--- config.mk ---
export PLATFORM = sky130hd
export DESIGN_NAME = ysyx_24100006_mem_arbiter
export DESIGN_NICKNAME = d
export VERILOG_FILES = /design/src/rtl/ysyx_24100006_mem_arbiter.sv
export SDC_FILE = /design/constraint.sdc
export NUM_CORES = 1
export LEC_CHECK = 0
export ABC_CLOCK_PERIOD_IN_PS = 1800
export BUFFER_PORTS_ARGS = -buffer_cell sky130_fd_sc_hd__buf_2
export CORE_MARGIN = 1
export CORE_UTILIZATION = 40
export DETAILED_ROUTE_END_ITERATION = 7
export PLACE_DENSITY = 0.79
export SYNTH_ARGS = -nofsm -noshare
export SYNTH_HDL_FRONTEND = slang
export SYNTH_SLANG_ARGS = --single-unit
export TNS_END_PERCENT = 20
--- constraint.sdc ---
create_clock -name clk -period 1.8 [get_ports clk]
set_input_delay 0.36 -clock clk [delete_from_list [all_inputs] [get_ports clk]]
set_output_delay 0.36 -clock clk [all_outputs]
set_load 0.005 [all_outputs]
--- src/rtl/ysyx_24100006_mem_arbiter.sv ---
// Two-requester arbiter for the shared data memory port.
// The IFU (fetch, read-only) and the LSU (load/store) compete for one memory
// access unit. One transaction is outstanding at a time. The winner's request
// is registered and driven to memory. The response is then returned to the
// owner. A response timeout turns a hung memory into an error response.
//
// state     | meaning
// ----------+------------------------------------------------------------
// IDLE      | no transaction; arbitrate and accept one upstream request
// ISSUE     | mem_req_valid high, registered payload held until mem_req_ready
// WAIT_RESP | waiting for mem_resp_valid; timeout counter running
// RESPOND   | owner's resp_valid high until the owner's resp_ready
module ysyx_24100006_mem_arbiter #(
  parameter int ADDR_W  = 32,
  parameter int DATA_W  = 32,
  parameter int TIMEOUT = 255
) (
  input  logic              clk,
  input  logic              rst_n,
  input  logic              ifu_req_valid,
  output logic              ifu_req_ready,
  input  logic [ADDR_W-1:0] ifu_req_addr,
  output logic              ifu_resp_valid,
  input  logic              ifu_resp_ready,
  output logic [DATA_W-1:0] ifu_resp_rdata,
  output logic              ifu_resp_err,
  input  logic              lsu_req_valid,
  output logic              lsu_req_ready,
  input  logic [ADDR_W-1:0] lsu_req_addr,
  input  logic              lsu_req_wen,
  input  logic [DATA_W-1:0] lsu_req_wdata,
  input  logic [7:0]        lsu_req_wmask,
  output logic              lsu_resp_valid,
  input  logic              lsu_resp_ready,
  output logic [DATA_W-1:0] lsu_resp_rdata,
  output logic              lsu_resp_err,
  output logic              mem_req_valid,
  input  logic              mem_req_ready,
  output logic [ADDR_W-1:0] mem_req_addr,
  output logic              mem_req_wen,
  output logic [DATA_W-1:0] mem_req_wdata,
  output logic [7:0]        mem_req_wmask,
  input  logic              mem_resp_valid,
  input  logic [DATA_W-1:0] mem_resp_rdata
);

  localparam int CNT_W = $clog2(TIMEOUT + 1);

  localparam logic [1:0] S_IDLE      = 2'd0;
  localparam logic [1:0] S_ISSUE     = 2'd1;
  localparam logic [1:0] S_WAIT_RESP = 2'd2;
  localparam logic [1:0] S_RESPOND   = 2'd3;

  logic [1:0]        state;
  logic              owner;     // 0 = IFU, 1 = LSU
  logic              last;      // last granted requester, same encoding
  logic [CNT_W-1:0]  cnt;
  logic [DATA_W-1:0] rdata;
  logic              err;
  logic              grant_ifu;
  logic              grant_lsu;
  logic              owner_resp_ready;

  // Arbitration: a lone requester wins; on a tie the one not granted last wins.
  always_comb begin
    grant_ifu = 1'b0;
    grant_lsu = 1'b0;
    if (state == S_IDLE) begin
      if (ifu_req_valid && lsu_req_valid) begin
        grant_lsu = ~last;
        grant_ifu = last;
      end else begin
        grant_ifu = ifu_req_valid;
        grant_lsu = lsu_req_valid;
      end
    end
  end

  assign ifu_req_ready    = grant_ifu;
  assign lsu_req_ready    = grant_lsu;
  assign owner_resp_ready = owner ? lsu_resp_ready : ifu_resp_ready;

  // Both response ports share the single response register.
  assign ifu_resp_rdata = rdata;
  assign ifu_resp_err   = err;
  assign lsu_resp_rdata = rdata;
  assign lsu_resp_err   = err;

  // Transaction sequencer: grant, issue, wait (with timeout), respond.
  always_ff @(posedge clk or negedge rst_n) begin
    if (!rst_n) begin
      state          <= S_IDLE;
      owner          <= 1'b0;
      last           <= 1'b0;
      cnt            <= '0;
      rdata          <= '0;
      err            <= 1'b0;
      mem_req_valid  <= 1'b0;
      mem_req_addr   <= '0;
      mem_req_wen    <= 1'b0;
      mem_req_wdata  <= '0;
      mem_req_wmask  <= '0;
      ifu_resp_valid <= 1'b0;
      lsu_resp_valid <= 1'b0;
    end else begin
      case (state)
        S_IDLE: begin
          if (grant_ifu || grant_lsu) begin
            owner         <= grant_lsu;
            last          <= grant_lsu;
            mem_req_valid <= 1'b1;
            // A fetch is always a plain read: no write data or byte lanes.
            mem_req_addr  <= grant_lsu ? lsu_req_addr : ifu_req_addr;
            mem_req_wen   <= grant_lsu & lsu_req_wen;
            mem_req_wdata <= grant_lsu ? lsu_req_wdata : '0;
            mem_req_wmask <= grant_lsu ? lsu_req_wmask : '0;
            state         <= S_ISSUE;
          end
        end
        S_ISSUE: begin
          if (mem_req_ready) begin
            mem_req_valid <= 1'b0;
            cnt           <= '0;
            state         <= S_WAIT_RESP;
          end
        end
        S_WAIT_RESP: begin
          // A real response beats a timeout landing in the same cycle.
          if (mem_resp_valid) begin
            rdata          <= mem_resp_rdata;
            err            <= 1'b0;
            ifu_resp_valid <= ~owner;
            lsu_resp_valid <= owner;
            state          <= S_RESPOND;
          end else if (cnt == CNT_W'(TIMEOUT)) begin
            rdata          <= '0;
            err            <= 1'b1;
            ifu_resp_valid <= ~owner;
            lsu_resp_valid <= owner;
            state          <= S_RESPOND;
          end else begin
            cnt <= cnt + 1'b1;
          end
        end
        S_RESPOND: begin
          if (owner_resp_ready) begin
            ifu_resp_valid <= 1'b0;
            lsu_resp_valid <= 1'b0;
            state          <= S_IDLE;
          end
        end
        default: state <= S_IDLE;
      endcase
    end
  end

endmodule

==> out/summary.log <==
qor: grt.grt_pass1_vias 4590
qor: die.die_area 0.01309 sq mm
qor: clock_network.tritoncts yes
qor: logic_synthesis.mapped_nets 556
qor: timing.grt_setup_unrepaired true
qor: power_and_ir_drop.total_power 13.51 mW
qor: timing.max_freq 538.8 MHz
qor: placement.post-place-cells 818
qor: routing.final_routed_wire_length_divided_by_cell_count 17.79 microns
qor: critical_path.path_type_of_the_worst_setup_path flip-flop to output pin
qor: logic_synthesis.syn-instance-count 405
qor: logic_synthesis.synth_async_sr_flop_share 100.0%
qor: clock_network.cts.sinks 120
qor: clock_network.clkSlewWorstSetupHoldPaths 0.05 ns
qor: die.pin_count 289
qor: clock_network.insertion_delay 0.41 ns
qor: worst_hold_path.hold_path_startpoint lsu_req_wdata[13]
qor: die.start_util 41.56%
qor: placement.detailedPlace.worstSlack -0.05229 ns
qor: routing.route.met2.wl 8064 microns
qor: logic_synthesis.yosys.area.top_type sky130_fd_sc_hd__dfrtp_1
qor: timing.worst_rel_slew_slack 75.24%
qor: routing.met3_length 1161 microns
qor: layout.antenna_cells 0
qor: grt.grt_max_degree 75
qor: logic_synthesis.synth_edf_count 0
qor: grt.grt.total_usage 23.63%
qor: timing.timing.final.max_slew_violations 0
qor: power_and_ir_drop.worst_ir_drop_vdd 0.8373 mV
qor: logic_synthesis.top_post_synthesis_cells_by_area sky130_fd_sc_hd__dfrtp_1 59%, sky130_fd_sc_hd__a22o_1 13%, sky130_fd_sc_hd__a222oi_1 6.3%, sky130_fd_sc_hd__buf_4 5.2%, sky130_fd_sc_hd__inv_1 2.9%
qor: die.core_area 0.01216 sq mm
qor: timing.timing.final.crit_share 103.1%
qor: critical_path.kind_of_start_point_of_the_critical_path flip-flop
qor: layout.final_cells 863
qor: layout.layout.filler_cells 967
qor: clock_network.clock-root-buffer sky130_fd_sc_hd__clkbuf_16
qor: routing.route.top_layer_used met5
qor: outcome.outcome finished, violations left
qor: outcome.violations setup timing
qor: critical_path.worstPathRequired 1.44 ns
qor: critical_path.cp_data_arrival_time 1.50 ns
qor: routing.route.detailed.drc 0
qor: logic_synthesis.mappedNetlistArea 0.005055 sq mm
qor: grt.grt_pass1_wl 23450 microns
qor: critical_path.crit_path_max_fanout 3
qor: timing.layout_setup_ws -0.05584 ns
qor: die.dieHeight 114.4 microns
qor: routing.drtAntennaViolNets 0
qor: logic_synthesis.yosys.cell_count.top_type sky130_fd_sc_hd__dfrtp_1
qor: routing.firstDrtPassIters 8
qor: placement.numPortBuffers 288
qor: die.die_x_extent 114.4 microns
qor: logic_synthesis.synth_area_per_cell 12.48 sq um
qor: routing.avgViaCountPerCell 5.368
qor: logic_synthesis.synth_top_cell_area_share 59.41%
qor: logic_synthesis.ys_seq_elements 120
qor: timing.worst_pin_slew 0.3715 ns
qor: die.rows 40
qor: grt.globalRouteOverflowTotal 0
qor: layout.final_net_count 835
qor: power_and_ir_drop.leakage 4.159 nW
qor: logic_synthesis.top_reg_cell_synth sky130_fd_sc_hd__dfrtp_1
qor: placement.finalWeightedCongestion 0.8303
qor: logic_synthesis.synth.lib_cells_used.distinct 44
qor: power_and_ir_drop.power_density 1813 mW/mm^2
qor: timing.setup-violations-final 2
qor: layout.area.growth.synth_to_final 47.40%
qor: timing.worst_clock_skew 0.005962 ns
qor: grt.grt_antenna_before_repair 1
qor: routing.met1Wirelength 5777 microns
qor: critical_path.critical_path.endpoint_type output pin
qor: placement.dp_hpwl 10580 microns
qor: run.maxCapViolCount 0
qor: timing.fin_hold_ws 0.1711 ns
qor: critical_path.worst_setup_path_startpoint state[0]
qor: routing.drt-total-wl 15350 microns
qor: clock_network.cts-root-to-sink-buffers 2
qor: timing.timing.final.hold_violations 0
qor: timing.finalWorstPathRequiredPeriod 1.856 ns
qor: timing.setup_tns -0.09804 ns
qor: routing.violation_count_after_the_first_detailed_route_iteration 354
qor: critical_path.r2r-start state[1]
qor: layout.post_route_cells_drive_above_1_share 53.38%
qor: worst_hold_path.min_path_type input pin to flip-flop
qor: logic_synthesis.yosys-top-cells-count 120 x sky130_fd_sc_hd__dfrtp_1, 73 x sky130_fd_sc_hd__a22o_1, 39 x sky130_fd_sc_hd__inv_1
qor: routing.dr_total_vias 4633
qor: clock_network.cts_h_tree_lvls 4
qor: logic_synthesis.ys_seq_area_share 59.41%
qor: logic_synthesis.ys.warnings.count 0
qor: clock_network.tritoncts.num_buffers 17
[layout make-up]
cell class	instances	area (sq um)	share of cell area, %
Sequential cell	120	3003	40.30
Timing Repair Buffer	323	1859	24.95
Multi-Input combinational cell	182	1624	21.80
Clock buffer	22	484.2	6.499
Tap cell	168	210.2	2.821
Inverter	40	150.1	2.015
Clock inverter	8	120.1	1.612
[kinds of logic after synthesis]
family,synth area share (%)
flip-flops,59.41
AO/OA/AOI/OAI,23.52
multiplexers,1.238
adder cells (fa/ha/maj),1.485
buffers and inverters,10.67
AND/OR/NAND/NOR,3.689
[critical path, stage by stage (launching register included)]
cell and delay (ns):
sky130_fd_sc_hd__dfrtp_1 0.39, sky130_fd_sc_hd__inv_2 0.10, sky130_fd_sc_hd__ha_4 0.17, sky130_fd_sc_hd__nand2_4 0.06
sky130_fd_sc_hd__a21oi_4 0.15, sky130_fd_sc_hd__buf_12 0.13, sky130_fd_sc_hd__buf_6 0.08
[what timing repair did]
action | CTS | global route
setup buffers | 10 | 2
endpoints found under the hold margin | 20 | 0
resized for setup | 13 | 7
hold buffers | 1 | 0
cloned | 2 | 0
pin swaps | 1 | 2
setup endpoints to repair | 5 | 23
[report_power, final]
group | total, mW | internal, mW | switching [mW]
Clock | 3.46 | 2.30 | 1.16
Sequential | 4.77 | 3.93 | 0.837
Combinational | 5.28 | 2.80 | 2.48
Total | 13.5 | 9.03 | 4.47
[registers in the layout, summed over array words and instances (netlist names)]
signal          cells
mem_req_wen         1
lsu_resp_valid      1
state               2
ifu_resp_rdata     32
ifu_resp_err        1
mem_req_wdata      32
mem_req_addr       32
mem_req_wmask       8
ifu_resp_valid      1
mem_req_valid       1
last                1
cnt                 8
[layout by cell type, fill, tap and decap left out, drive strengths merged, types with 3 or more instances in the layout]
cell / instances
a31o: 4
dfrtp: 120
bufinv: 3
o21ai: 6
nand2: 11
nand3: 7
mux2i: 4
a222oi: 32
a31oi: 3
inv: 40
a21oi: 6
clkbuf: 22
nor2: 5
buf: 320
clkinv: 3
a22o: 73
ha: 6
[final timing paths]
path | depth (start not counted) | slack [ns] | endpoint
worst max-delay path | 6 | -0.06 | lsu_req_ready
worst min-delay path | 2 | 0.17 | mem_req_wdata[13]
worst max register to register | 7 | 0.05 | cnt[2]
worst min register to register | 2 | 0.49 | mem_req_addr[27]
max in group asynchronous | 3 | 0.83 | mem_req_addr[24]
min in group asynchronous | 2 | 0.40 | ifu_resp_rdata[15]
[stage by stage]
stage          util (%)  cell area (sq um)
6_report          61.27               7451
5_1_grt           61.27               7451
4_1_cts           60.88               7405
3_5_place_dp      54.26               6599
3_3_place_gp      54.26               6599
2_1_floorplan         -               5055
[per-layer routing]
layer / track usage (%) / vias to the layer above
met3: 5.876 / 34
met2: 42.06 / 279
met5: 0 / -
met1: 26.54 / 2259
met4: 11.08 / 2
li1: - / 2059
(Power assumes the default switching activity.)
